==> src/rtl/trap_sequencer_pkg.sv <==
// Shared CSR definitions for the trap sequencer: privilege encodings, CSR
// addresses, mstatus bit positions and exception cause codes.
// Optional feature macro: TRAP_S_MODE_EN (supervisor mode, delegation, SRET).
package trap_sequencer_pkg;

    // Privilege mode encodings
    localparam logic [1:0] PRIV_U = 2'b00;
    localparam logic [1:0] PRIV_S = 2'b01;
    localparam logic [1:0] PRIV_M = 2'b11;

    // Trap CSR addresses
    localparam logic [11:0] CSR_MSTATUS = 12'h300;
    localparam logic [11:0] CSR_MEPC    = 12'h341;
    localparam logic [11:0] CSR_MCAUSE  = 12'h342;
    localparam logic [11:0] CSR_MTVAL   = 12'h343;
    localparam logic [11:0] CSR_SEPC    = 12'h141;
    localparam logic [11:0] CSR_SCAUSE  = 12'h142;
    localparam logic [11:0] CSR_STVAL   = 12'h143;

    // mstatus field bit positions
    localparam int MSTATUS_SIE    = 1;
    localparam int MSTATUS_MIE    = 3;
    localparam int MSTATUS_SPIE   = 5;
    localparam int MSTATUS_MPIE   = 7;
    localparam int MSTATUS_SPP    = 8;
    localparam int MSTATUS_MPP_LO = 11;
    localparam int MSTATUS_MPP_HI = 12;

    // Exception cause codes
    localparam logic [4:0] CAUSE_MISALIGNED_FETCH = 5'd0;
    localparam logic [4:0] CAUSE_ILLEGAL_INSTR    = 5'd2;
    localparam logic [4:0] CAUSE_BREAKPOINT       = 5'd3;
    localparam logic [4:0] CAUSE_LOAD_FAULT       = 5'd5;
    localparam logic [4:0] CAUSE_ECALL_U          = 5'd8;
    localparam logic [4:0] CAUSE_ECALL_S          = 5'd9;
    localparam logic [4:0] CAUSE_ECALL_M          = 5'd11;

    // Without supervisor mode, an MPP of S is not representable and collapses to U
    function automatic logic [1:0] legalizeMpp(input logic [1:0] priv);
`ifdef TRAP_S_MODE_EN
        return priv;
`else
        return (priv == PRIV_S) ? PRIV_U : priv;
`endif
    endfunction

endpackage

==> src/rtl/trap_sequencer_if.sv <==
// Trap event / fetch redirect bus between the pipeline and the trap sequencer.
// The slave side is the sequencer; the master side is the pipeline and fetch.
interface trap_sequencer_if #(
    parameter int XLEN = 32
);
    logic            exc_valid;
    logic [4:0]      exc_code;
    logic [XLEN-1:0] exc_pc;
    logic [XLEN-1:0] exc_val;
    logic            mret_valid;
    logic            sret_valid;
    logic            redirect_ready;
    logic            redirect_valid;
    logic [XLEN-1:0] redirect_pc;
    logic            flush;
    logic            busy;

    modport master (
        output exc_valid, exc_code, exc_pc, exc_val, mret_valid, sret_valid,
        output redirect_ready,
        input  redirect_valid, redirect_pc, flush, busy
    );

    modport slave (
        input  exc_valid, exc_code, exc_pc, exc_val, mret_valid, sret_valid,
        input  redirect_ready,
        output redirect_valid, redirect_pc, flush, busy
    );
endinterface

==> src/rtl/trap_sequencer.sv <==
// Trap sequencer: captures exceptions and xRET events, updates the trap CSRs
// and privilege, flushes the pipeline for one cycle and then holds a fetch
// redirect until fetch accepts it.
// Optional feature macro: TRAP_S_MODE_EN enables S-mode CSRs, delegation
// through medeleg and SRET; without it every trap goes to M-mode.
module trap_sequencer
    import trap_sequencer_pkg::*;
#(
    parameter int         XLEN       = 32,
    parameter logic [1:0] RESET_PRIV = 2'b11
) (
    input  logic            clk,
    input  logic            reset,
    trap_sequencer_if.slave bus,
    input  logic [XLEN-1:0] mtvec,
    input  logic [XLEN-1:0] stvec,
    input  logic [31:0]     medeleg,
    input  logic            csr_we,
    input  logic [11:0]     csr_addr,
    input  logic [XLEN-1:0] csr_wdata,
    output logic [1:0]      current_priv,
    output logic [XLEN-1:0] mepc,
    output logic [XLEN-1:0] mcause,
    output logic [XLEN-1:0] mtval,
    output logic [XLEN-1:0] sepc,
    output logic [XLEN-1:0] scause,
    output logic [XLEN-1:0] stval,
    output logic            mstatus_mie,
    output logic            mstatus_mpie,
    output logic [1:0]      mstatus_mpp,
    output logic            mstatus_sie,
    output logic            mstatus_spie,
    output logic            mstatus_spp
);

    typedef enum logic [1:0] {
        IDLE     = 2'd0,
        FLUSH    = 2'd1,
        REDIRECT = 2'd2
    } state_t;

    state_t          r_state;
    logic [1:0]      r_priv;
    logic            r_flush;
    logic            r_redirectValid;
    logic [XLEN-1:0] r_redirectPc;
    logic            r_busy;
    logic [XLEN-1:0] r_mepc;
    logic [XLEN-1:0] r_mcause;
    logic [XLEN-1:0] r_mtval;
    logic            r_mie;
    logic            r_mpie;
    logic [1:0]      r_mpp;
`ifdef TRAP_S_MODE_EN
    logic [XLEN-1:0] r_sepc;
    logic [XLEN-1:0] r_scause;
    logic [XLEN-1:0] r_stval;
    logic            r_sie;
    logic            r_spie;
    logic            r_spp;
`endif

    logic            w_delegate;
    logic            w_sretFire;
    logic [XLEN-1:0] w_cause;
    logic [XLEN-1:0] w_epc;
    logic            w_unused;

    assign w_cause = {{(XLEN-5){1'b0}}, bus.exc_code};
    assign w_epc   = {bus.exc_pc[XLEN-1:1], 1'b0};

`ifdef TRAP_S_MODE_EN
    assign w_delegate = (r_priv != PRIV_M) && medeleg[bus.exc_code];
    assign w_sretFire = bus.sret_valid;
    assign w_unused   = ^{bus.exc_pc[0], mtvec[1:0], stvec[1:0]};
`else
    assign w_delegate = 1'b0;
    assign w_sretFire = 1'b0;
    assign w_unused   = ^{bus.exc_pc[0], mtvec[1:0], stvec, medeleg, bus.sret_valid};
`endif

    // Sequencer FSM plus trap CSR state; software writes are applied first so
    // that a trap or xRET capture in the same cycle overrides them.
    always_ff @(posedge clk) begin
        if (reset) begin
            r_state         <= IDLE;
            r_priv          <= RESET_PRIV;
            r_flush         <= 1'b0;
            r_redirectValid <= 1'b0;
            r_redirectPc    <= '0;
            r_busy          <= 1'b0;
            r_mepc          <= '0;
            r_mcause        <= '0;
            r_mtval         <= '0;
            r_mie           <= 1'b0;
            r_mpie          <= 1'b0;
            r_mpp           <= 2'b00;
`ifdef TRAP_S_MODE_EN
            r_sepc          <= '0;
            r_scause        <= '0;
            r_stval         <= '0;
            r_sie           <= 1'b0;
            r_spie          <= 1'b0;
            r_spp           <= 1'b0;
`endif
        end else begin
            if (csr_we) begin
                case (csr_addr)
                    CSR_MEPC:   r_mepc   <= {csr_wdata[XLEN-1:1], 1'b0};
                    CSR_MCAUSE: r_mcause <= csr_wdata;
                    CSR_MTVAL:  r_mtval  <= csr_wdata;
`ifdef TRAP_S_MODE_EN
                    CSR_SEPC:   r_sepc   <= {csr_wdata[XLEN-1:1], 1'b0};
                    CSR_SCAUSE: r_scause <= csr_wdata;
                    CSR_STVAL:  r_stval  <= csr_wdata;
`endif
                    CSR_MSTATUS: begin
                        r_mie  <= csr_wdata[MSTATUS_MIE];
                        r_mpie <= csr_wdata[MSTATUS_MPIE];
                        r_mpp  <= legalizeMpp(csr_wdata[MSTATUS_MPP_HI:MSTATUS_MPP_LO]);
`ifdef TRAP_S_MODE_EN
                        r_sie  <= csr_wdata[MSTATUS_SIE];
                        r_spie <= csr_wdata[MSTATUS_SPIE];
                        r_spp  <= csr_wdata[MSTATUS_SPP];
`endif
                    end
                    default: ;
                endcase
            end

            case (r_state)
                IDLE: begin
                    if (bus.exc_valid || bus.mret_valid || w_sretFire) begin
                        r_state <= FLUSH;
                        r_flush <= 1'b1;
                        r_busy  <= 1'b1;
                    end
                    if (bus.exc_valid) begin
                        if (w_delegate) begin
`ifdef TRAP_S_MODE_EN
                            r_sepc       <= w_epc;
                            r_scause     <= w_cause;
                            r_stval      <= bus.exc_val;
                            r_spie       <= r_sie;
                            r_sie        <= 1'b0;
                            r_spp        <= r_priv[0];
                            r_priv       <= PRIV_S;
                            r_redirectPc <= {stvec[XLEN-1:2], 2'b00};
`endif
                        end else begin
                            r_mepc       <= w_epc;
                            r_mcause     <= w_cause;
                            r_mtval      <= bus.exc_val;
                            r_mpie       <= r_mie;
                            r_mie        <= 1'b0;
                            r_mpp        <= legalizeMpp(r_priv);
                            r_priv       <= PRIV_M;
                            r_redirectPc <= {mtvec[XLEN-1:2], 2'b00};
                        end
                    end else if (bus.mret_valid) begin
                        r_priv       <= r_mpp;
                        r_mie        <= r_mpie;
                        r_mpie       <= 1'b1;
                        r_mpp        <= PRIV_U;
                        r_redirectPc <= r_mepc;
                    end else if (w_sretFire) begin
`ifdef TRAP_S_MODE_EN
                        r_priv       <= {1'b0, r_spp};
                        r_sie        <= r_spie;
                        r_spie       <= 1'b1;
                        r_spp        <= 1'b0;
                        r_redirectPc <= r_sepc;
`endif
                    end
                end
                FLUSH: begin
                    r_flush         <= 1'b0;
                    r_redirectValid <= 1'b1;
                    r_state         <= REDIRECT;
                end
                REDIRECT: begin
                    if (bus.redirect_ready) begin
                        r_redirectValid <= 1'b0;
                        r_busy          <= 1'b0;
                        r_state         <= IDLE;
                    end
                end
                default: begin
                    r_flush         <= 1'b0;
                    r_redirectValid <= 1'b0;
                    r_busy          <= 1'b0;
                    r_state         <= IDLE;
                end
            endcase
        end
    end

    assign bus.flush          = r_flush;
    assign bus.redirect_valid = r_redirectValid;
    assign bus.redirect_pc    = r_redirectPc;
    assign bus.busy           = r_busy;
    assign current_priv       = r_priv;
    assign mepc               = r_mepc;
    assign mcause             = r_mcause;
    assign mtval              = r_mtval;
    assign mstatus_mie        = r_mie;
    assign mstatus_mpie       = r_mpie;
    assign mstatus_mpp        = r_mpp;
`ifdef TRAP_S_MODE_EN
    assign sepc               = r_sepc;
    assign scause             = r_scause;
    assign stval              = r_stval;
    assign mstatus_sie        = r_sie;
    assign mstatus_spie       = r_spie;
    assign mstatus_spp        = r_spp;
`else
    assign sepc               = '0;
    assign scause             = '0;
    assign stval              = '0;
    assign mstatus_sie        = 1'b0;
    assign mstatus_spie       = 1'b0;
    assign mstatus_spp        = 1'b0;
`endif

endmodule

==> src/flat_wrapper.sv <==
// flat-port wrapper written by rule: the top's interface ports become plain ports
module trap_sequencer_flat import trap_sequencer_pkg::*;
#(
    parameter int         XLEN       = 32,
    parameter logic [1:0] RESET_PRIV = 2'b11
)
  (clk, reset, mtvec, stvec, medeleg, csr_we, csr_addr, csr_wdata, current_priv, mepc, mcause, mtval, sepc, scause, stval, mstatus_mie, mstatus_mpie, mstatus_mpp, mstatus_sie, mstatus_spie, mstatus_spp, bus_exc_valid, bus_exc_code, bus_exc_pc, bus_exc_val, bus_mret_valid, bus_sret_valid, bus_redirect_ready, bus_redirect_valid, bus_redirect_pc, bus_flush, bus_busy);
  trap_sequencer_if #(.XLEN(XLEN)) bus_i ();
  input  logic clk;
  input  logic reset;
  input  logic [XLEN-1:0] mtvec;
  input  logic [XLEN-1:0] stvec;
  input  logic [31:0] medeleg;
  input  logic csr_we;
  input  logic [11:0] csr_addr;
  input  logic [XLEN-1:0] csr_wdata;
  output logic [1:0] current_priv;
  output logic [XLEN-1:0] mepc;
  output logic [XLEN-1:0] mcause;
  output logic [XLEN-1:0] mtval;
  output logic [XLEN-1:0] sepc;
  output logic [XLEN-1:0] scause;
  output logic [XLEN-1:0] stval;
  output logic mstatus_mie;
  output logic mstatus_mpie;
  output logic [1:0] mstatus_mpp;
  output logic mstatus_sie;
  output logic mstatus_spie;
  output logic mstatus_spp;
  input wire logic [$bits(bus_i.exc_valid)-1:0] bus_exc_valid;
  input wire logic [$bits(bus_i.exc_code)-1:0] bus_exc_code;
  input wire logic [$bits(bus_i.exc_pc)-1:0] bus_exc_pc;
  input wire logic [$bits(bus_i.exc_val)-1:0] bus_exc_val;
  input wire logic [$bits(bus_i.mret_valid)-1:0] bus_mret_valid;
  input wire logic [$bits(bus_i.sret_valid)-1:0] bus_sret_valid;
  input wire logic [$bits(bus_i.redirect_ready)-1:0] bus_redirect_ready;
  output wire logic [$bits(bus_i.redirect_valid)-1:0] bus_redirect_valid;
  output wire logic [$bits(bus_i.redirect_pc)-1:0] bus_redirect_pc;
  output wire logic [$bits(bus_i.flush)-1:0] bus_flush;
  output wire logic [$bits(bus_i.busy)-1:0] bus_busy;
  assign bus_i.exc_valid = bus_exc_valid;
  assign bus_i.exc_code = bus_exc_code;
  assign bus_i.exc_pc = bus_exc_pc;
  assign bus_i.exc_val = bus_exc_val;
  assign bus_i.mret_valid = bus_mret_valid;
  assign bus_i.sret_valid = bus_sret_valid;
  assign bus_i.redirect_ready = bus_redirect_ready;
  assign bus_redirect_valid = bus_i.redirect_valid;
  assign bus_redirect_pc = bus_i.redirect_pc;
  assign bus_flush = bus_i.flush;
  assign bus_busy = bus_i.busy;
  trap_sequencer #(.XLEN(XLEN), .RESET_PRIV(RESET_PRIV)) u_core (.clk(clk), .reset(reset), .bus(bus_i), .mtvec(mtvec), .stvec(stvec), .medeleg(medeleg), .csr_we(csr_we), .csr_addr(csr_addr), .csr_wdata(csr_wdata), .current_priv(current_priv), .mepc(mepc), .mcause(mcause), .mtval(mtval), .sepc(sepc), .scause(scause), .stval(stval), .mstatus_mie(mstatus_mie), .mstatus_mpie(mstatus_mpie), .mstatus_mpp(mstatus_mpp), .mstatus_sie(mstatus_sie), .mstatus_spie(mstatus_spie), .mstatus_spp(mstatus_spp));
endmodule
==> config.mk <==
export PLATFORM = sky130hd
export DESIGN_NAME = trap_sequencer_flat
export DESIGN_NICKNAME = d
export VERILOG_FILES = /design/src/rtl/trap_sequencer_pkg.sv /design/src/rtl/trap_sequencer_if.sv /design/src/rtl/trap_sequencer.sv /design/src/flat_wrapper.sv
export SDC_FILE = /design/constraint.sdc
export NUM_CORES = 1
export LEC_CHECK = 0
export CAP_MARGIN = 20
export CELL_PAD_IN_SITES_DETAIL_PLACEMENT = 1
export CELL_PAD_IN_SITES_GLOBAL_PLACEMENT = 2
export CORE_MARGIN = 1.5
export CORE_UTILIZATION = 17
export DETAILED_ROUTE_END_ITERATION = 7
export GPL_TIMING_DRIVEN = 0
export HOLD_SLACK_MARGIN = 0.03
export PLACE_DENSITY_LB_ADDON = 0.1
export SLEW_MARGIN = 5
export SYNTH_ARGS = -nofsm -noshare
export SYNTH_HDL_FRONTEND = slang
export SYNTH_SLANG_ARGS = --single-unit
==> constraint.sdc <==
create_clock -name clk -period 1.7 [get_ports clk]
set_input_delay 0.51 -clock clk [delete_from_list [all_inputs] [get_ports clk]]
set_output_delay 0.51 -clock clk [all_outputs]
set_load 0.02 [all_outputs]
==> results of run 1 <==
[through the flow]
step | setup WS (ns) | cells | hold slack [ns] | util [%] | total power, mW
floorplan | -0.0457 | 863 | 0.530 | - | 5.25
detailed placement | -1.42 | 1670 | 0.444 | 27.0 | 6.61
global placement | -1.40 | 1670 | 0.439 | 27.0 | 6.61
CTS | 0.000534 | 1725 | 0.450 | 29.9 | 10.4
global route | -0.0528 | 1732 | 0.466 | 30.7 | 10.9
finish | 0.0118 | 1732 | 0.452 | 30.7 | 10.3
[cells in the mapped netlist, types with 2 or more instances]
master and count:
dfxtp_1 139, nor2_1 137, buf_4 105, mux2i_1 67, a211oi_1 63, nand2_1 58, nor3_1 39, clkbuf_1 35
a21oi_1 31, a2111oi_2 26, buf_2 16, a2111oi_1 5, nand2b_1 5, nand3b_1 4, nand4_1 3, o22ai_1 3
a2111oi_0 2, a2111oi_4 2, and2_1 2, and3b_1 2, and4_1 2, buf_1 2, buf_6 2, inv_1 2
o21ai_0 2
[power by group]
group | internal [mW] | switching, mW
Sequential | 3.54 | 0.191
Combinational | 1.26 | 1.61
Clock | 2.19 | 1.55
[flip-flops by register name, indices dropped and copies added (netlist names)]
name	count
u_core.bus.redirect_pc	32
u_core.mcause	32
u_core.mepc	32
u_core.mtval	32
u_core.current_priv	2
u_core.mstatus_mpp	2
u_core.r_state	2
u_core.bus.busy	1
u_core.bus.flush	1
u_core.bus.redirect_valid	1
u_core.mstatus_mie	1
u_core.mstatus_mpie	1
[path summary, 6_finish.rpt]
path | end | slack [ns]
max reg2reg | u_core.mtval[29]$_SDFF_PP0_ | 0.06
max | u_core.mepc[5]$_SDFF_PP0_ | 0.01
min | u_core.mcause[10]$_SDFF_PP0_ | 0.45
min reg2reg | u_core.mcause[10]$_SDFF_PP0_ | 0.45
[per-layer routing]
metal  global-route usage [%]  vias to the layer above
met3                     4.63                       18
met2                     27.9                      206
met4                     4.37                        0
met1                     21.4                     3365
met5                        0                        -
li1                         -                     3346
[cell type report]
| cell class | instances | area [um^2] |
|---|---|---|
| timing repair buffer | 318 | 3140 |
| antenna | 1 | 2.50 |
| clock inverter | 6 | 62.6 |
| inverter | 2 | 7.51 |
| buffer | 155 | 1310 |
| sequential | 139 | 2790 |
| multi-input combinational | 562 | 3720 |
| fill | 4608 | 27500 |
| clock buffer | 24 | 502 |
| tap | 525 | 657 |
[cells by family (layout without fill, tap and decap cells)]
kind of cell,Yosys count,count (layout),share of synthesized area [%]
muxes,67,67,9.84
DFF,139,139,40.8
other,1,100,0.0550
and+or+nand+nor,260,260,16.6
AOI/OAI and AO/OA,136,136,17.4
buffers and inverters,162,505,15.2
[worst min-delay path, stage by stage, from the launching register on]
cell	delay, ns
dfxtp_1	0.31
nand2_1	0.05
a21oi_1	0.05
[cells in the final DEF (no fill, tap or decap), types with 3 or more instances in the layout]
| cell type | count |
|---|---|
| dfxtp_1 | 136 |
| nor2_1 | 135 |
| clkdlybuf4s50_1 | 131 |
| buf_4 | 117 |
| conb_1 | 99 |
| dlygate4sd2_1 | 76 |
| mux2i_1 | 65 |
| nand2_1 | 57 |
| a211oi_1 | 45 |
| nor3_1 | 35 |
| clkbuf_2 | 33 |
| clkdlybuf4s15_1 | 33 |
| a21oi_1 | 31 |
| clkbuf_16 | 22 |
| a2111oi_2 | 19 |
| a211oi_2 | 18 |
| buf_12 | 17 |
| clkdlybuf4s15_2 | 17 |
| clkbuf_1 | 14 |
| buf_6 | 14 |
| a2111oi_4 | 14 |
| clkbuf_4 | 5 |
| buf_8 | 5 |
| clkbuf_8 | 5 |
| nand3b_1 | 4 |
| nand2b_1 | 4 |
| nor3_2 | 4 |
| buf_2 | 3 |
| nor2_4 | 3 |
| nand4_1 | 3 |
| o22ai_1 | 3 |
| clkinvlp_4 | 3 |
[what timing repair did]
item	in CTS	in global routing
gates resized for setup	337	113
gates cloned	6	4
setup buffers	22	8
endpoints found under the setup margin	269	155
pin swaps	37	22
==> results.toml, run 1 <==
[finish]
final_nets = 1411
final_area_um2 = 12200
drive_gt1_share_pct = 26.3
areaGrowthSynthToFinish_pct = 78.9

[worst_setup_path]
cpMostUsedCell = "buf_12"
critical_path_class = "in -> reg"
cp_num_cells = 9
cp_top_family = "buffers and inverters"
worst_path_max_delay_cell = "and4bb_4"
startpoint_type = "input port"
required_ns = 2.03
cp_slowest_stage_delay_ns = 0.33
cp_cell_sequence = "dlygate4sd2_1 > and4bb_4 > and4_4 > buf_12 > buf_6 > buf_12 > buf_16 > nor3_1 > a2111oi_2"
endpoint_kind = "flip-flop"
crit_fanout = 6
reg2reg_from = "u_core.r_state[1]$_SDFFE_PP0P_"
cp_num_buf_inv = 5
reg2reg_depth = 7
arrival_ns = 2.02
crit_start = "csr_addr[10]"

[floorplan]
fp.coreArea_um2 = 39600
die_area_um2 = 41300
start_util_pct = 17.2
die_width_um = 203
dieHeight_um = 203
num_rows = 73
num_io_pins = 452

[global_route]
overflow = 0
grt_pass1_vias = 7274
grt_max_degree = 17
grtUsageTotal_pct = 16.8
antenna_found_initial = 4
grt_pass1_wl_mm = 50.5

[timing]
slew_violations = 0
final_hold_viol_count = 0
worstMarginPinSlew_ns = 1.12
rsz0062_at_grt = "true"
min_period_over_period_pct = 99.3
max_freq_mhz = 592
relSlewSlack_pct = 25.1
finClkSkew_ns = 0.0104
tns_ns = 0
post-route-min-period_ns = 1.69
setup_violations = 0

[min_path]
worst_hold_path.num_cells = 2
hp-class = "reg -> reg"
min_from = "u_core.mcause[10]$_SDFF_PP0_"

[drt]
ant_nets = 0
wl_met2_mm = 16.8
wl_per_cell_um = 20.2
wl_met3_mm = 2.21
highest_layer = "met4"
drt_first_pass_iters = 4
m1WireLength_mm = 15.6
first_iter_violations = 194
wirelength_mm = 35.0
drc = 0
vias_per_cell = 4.00
dr_total_vias = 6935

[synth]
syn_area_um2 = 6810
synth_seq_cells = 139
synth_top_area_cell = "dfxtp_1"
ys_types = 36
syn_inst = 765
synth_top_area_share_pct = 40.8
yosysSeqAreaShare_pct = 40.8
synth_enable_flop_cells = 0
async_flop_share_pct = 0
synth_area_leaders = "dfxtp_1 (41%), buf_4 (12%), mux2i_1 (9.8%), nor2_1 (7.5%), a211oi_1 (6.9%)"
avgSynthCellArea_um2 = 8.91
synthFlopType = "dfxtp_1"
yosys_warnings = 0

[clock_tree]
clockRootBuffer = "clkbuf_16"
cts-hold-fix-buffers = 0
htree_levels = 4
cts_buffers = 17
cts_sinks = 139
clk_latency_ns = 0.44
cts_buffer_depth = 2
clk_pin_slew_ns = 0.06
cts_tree = "yes"

[placed_design]
placed_area_um2 = 10700
dp_hpwl_mm = 26.1
port-buffer-count = 282
routabilityCongestion = 0.725

[pwr]
irDropWorstVdd_mv = 0.598
powerDensity_nw_per_um2 = 848
leakage_nw = 5.40

[status]
outcome = "completed"

[run]
max_cap_violations = 0
No activity file was read; power rests on OpenSTA's default activity.
==> inputs of run 2 (changes only) <==
- SLEW_MARGIN: 5 -> unset
==> results of run 2 <==
No change in the layout: final DEF, timing and power equal those of run 1.
==> patch (flow settings as in run 2) <==
Reset style: asynchronous (`reset`), changed in one clocked block.
--- a/src/rtl/trap_sequencer.sv
+++ b/src/rtl/trap_sequencer.sv
@@ -83,3 +83,3 @@
     // that a trap or xRET capture in the same cycle overrides them.
-    always_ff @(posedge clk) begin
+    always_ff @(posedge clk or posedge reset) begin
         if (reset) begin
Check against the original RTL: differs if reset is asserted again (counterexample within 4 cycles, from zero or initial values and one cycle with reset high); with reset held inactive, the same outputs for 4 cycles.
==> patch against run 2 <==
- the flow now finishes with violations (negative setup slack)
- worst setup slack got worse by 0.15 ns
- register-to-register slack barely moved
- routed wire length is 9.0% higher
- critical path depth rose by 1
- sequential cell count stayed put
- design area grew 8.8%
- area after synthesis increased by 7.8%
- cell count increased by 7.3%
- critical endpoint is now u_core.mepc[31]$_DFF_PP0_
- largest cell class unchanged
Power is not compared: it rests on default switching activity, and its combinational part moved more than twofold at a synthesized area within 25%.
==> patch: results (changes against run 2) <==
- DP HPWL: 28.5 mm (+9.3%)
- Failing checks: negative setup slack
- First-pass GRT wire length: 54.6 mm (+8.2%)
- Critical path arrival: 2.15 ns (+0.13 ns)
- Seq/Total Area, Yosys: 0.474 (+0.0655)
- DR WL/cell: 20.5 µm (+1.6%)
- Worst r2r src: u_core.r_state[0]$_DFFE_PP0P_
- Ys async rst share: 1.00 (+1.00)
- Post-synthesis cell type count: 37 (+2.8%)
- Dpl cell area: 11600 µm² (+8.6%)
- Outcome: complete, but fails checks
- Setup violators final: 63 (+63)
- Crit-path slowest cell: or4_4
- Fill cell count: 4870 (+5.7%)
- FF-to-FF End: u_core.mepc[17]$_DFF_PP0_
- Fin Hold WS: 0.444 ns (-0.00772 ns)
- Final worst setup slack: -0.134 ns (-0.146 ns)
- Worst Hold Class: in2async
- Tot GR Track Use: 0.171 (+0.00346)
- IO Port Bufs: 283 (+0.35%)
- Synth area leaders: dfrtp_1 (47%), nand2_1 (10%), buf_4 (10%)
- Dpl cells: 1767 (+5.8%)
- Reg2Reg Setup Slack: 0.06 ns (about the same)
- Relative slew slack: 0.624 (+0.373)
- Vias in the first global route: 7693 (+5.8%)
- Setup crit end: u_core.mepc[31]$_DFF_PP0_
- Synth area leader: dfrtp_1
- Pin count of the biggest net entering global routing: 36 (+19)
- # nets final: 1482 (+5.0%)
- Synth top area share: 0.467 (+0.0583)
- Crit path from: csr_addr[2]
- Layout cells sized above 1: 0.343 (+0.0804)
- CP max stage delay: 0.55 ns (+0.22 ns)
- Commonest cells post-synth: nand2_1 (202), dfrtp_1 (137), buf_4 (99), nand3_1 (99), o21ai_0 (66)
- Gp weighted congestion: 0.696 (-4.0%)
- Syn avg cell area: 9.13 µm² (+2.4%)
- Final Skew: 0.0158 ns (+0.00542 ns)
- Via Count: 7212 (+4.0%)
- Reg2Reg Depth: 6 (-1)
- Final std cells w/o fill: 1858 (+7.3%)
## patch: kinds of logic after synthesis
kind of cell           count (synthesis)  synth area share
other                                  1          0.000510
flip-flops                           139             0.474
multiplexers                          31            0.0422
AO/OA/AOI/OAI                        148             0.147
AND/OR/NAND/NOR                      323             0.194
buffers and inverters                163             0.142
## patch: how the worst min path moves through the flow
stage,cells past startpoint,start,end
5_1_grt,2,reset,u_core.bus.redirect_pc[24]$_DFFE_PP0P_
3_3_place_gp,2,u_core.bus.redirect_pc[3]$_DFFE_PP0P_,u_core.bus.redirect_pc[3]$_DFFE_PP0P_
2_1_floorplan,1,u_core.r_state[1]$_DFFE_PP0P_,u_core.r_state[1]$_DFFE_PP0P_
4_1_cts,2,reset,u_core.mepc[22]$_DFF_PP0_
3_5_place_dp,2,u_core.bus.redirect_pc[10]$_DFFE_PP0P_,u_core.bus.redirect_pc[10]$_DFFE_PP0P_
6_report,2,reset,u_core.bus.redirect_pc[24]$_DFFE_PP0P_
## patch: cell type report
cell class	count	share of cell area
clock inverter	13	0.00905
inverter	5	0.00170
multi-input combinational	601	0.278
buffer	156	0.0954
antenna	2	0.000377
sequential	139	0.263
tap	577	0.0544
clock buffer	19	0.0334
timing repair buffer	346	0.265
## patch: per-layer routing
metal	share of wire	global-route usage
met1	0.44	0.222
met2	0.50	0.290
met3	0.051	0.0428
met4	0.0080	0.0328
met5	0.0012	0
## patch: repair_timing
item / 4_1_cts / 5_1_grt
endpoints found under the setup margin: 273 / 211
cloned: 9 / 5
pin swaps: 38 / 20
endpoints found under the hold margin: 0 / 0
gates resized for setup: 429 / 127
buffers inserted: 37 / 12
## patch: metrics by stage
stage / power [mW] / setup TNS [ns] / utilization / worst slack [ns]
finish: 17.7 / -4.20 / 0.313 / -0.134
global route: 19.0 / -7.04 / 0.313 / -0.174
CTS: 18.0 / -10.03 / 0.311 / -0.224
detailed placement: 14.4 / -153.10 / 0.274 / -1.31
global placement: 14.3 / -477.54 / 0.272 / -2.40
floorplan: 9.90 / -92.04 / - / -0.543
## patch: power breakdown
part | leakage, nW | internal, mW | switching (mW)
clock | 0.258 | 2.06 | 1.70
sequential | 1.76 | 4.58 | 0.931
combinational | 3.96 | 3.40 | 5.06
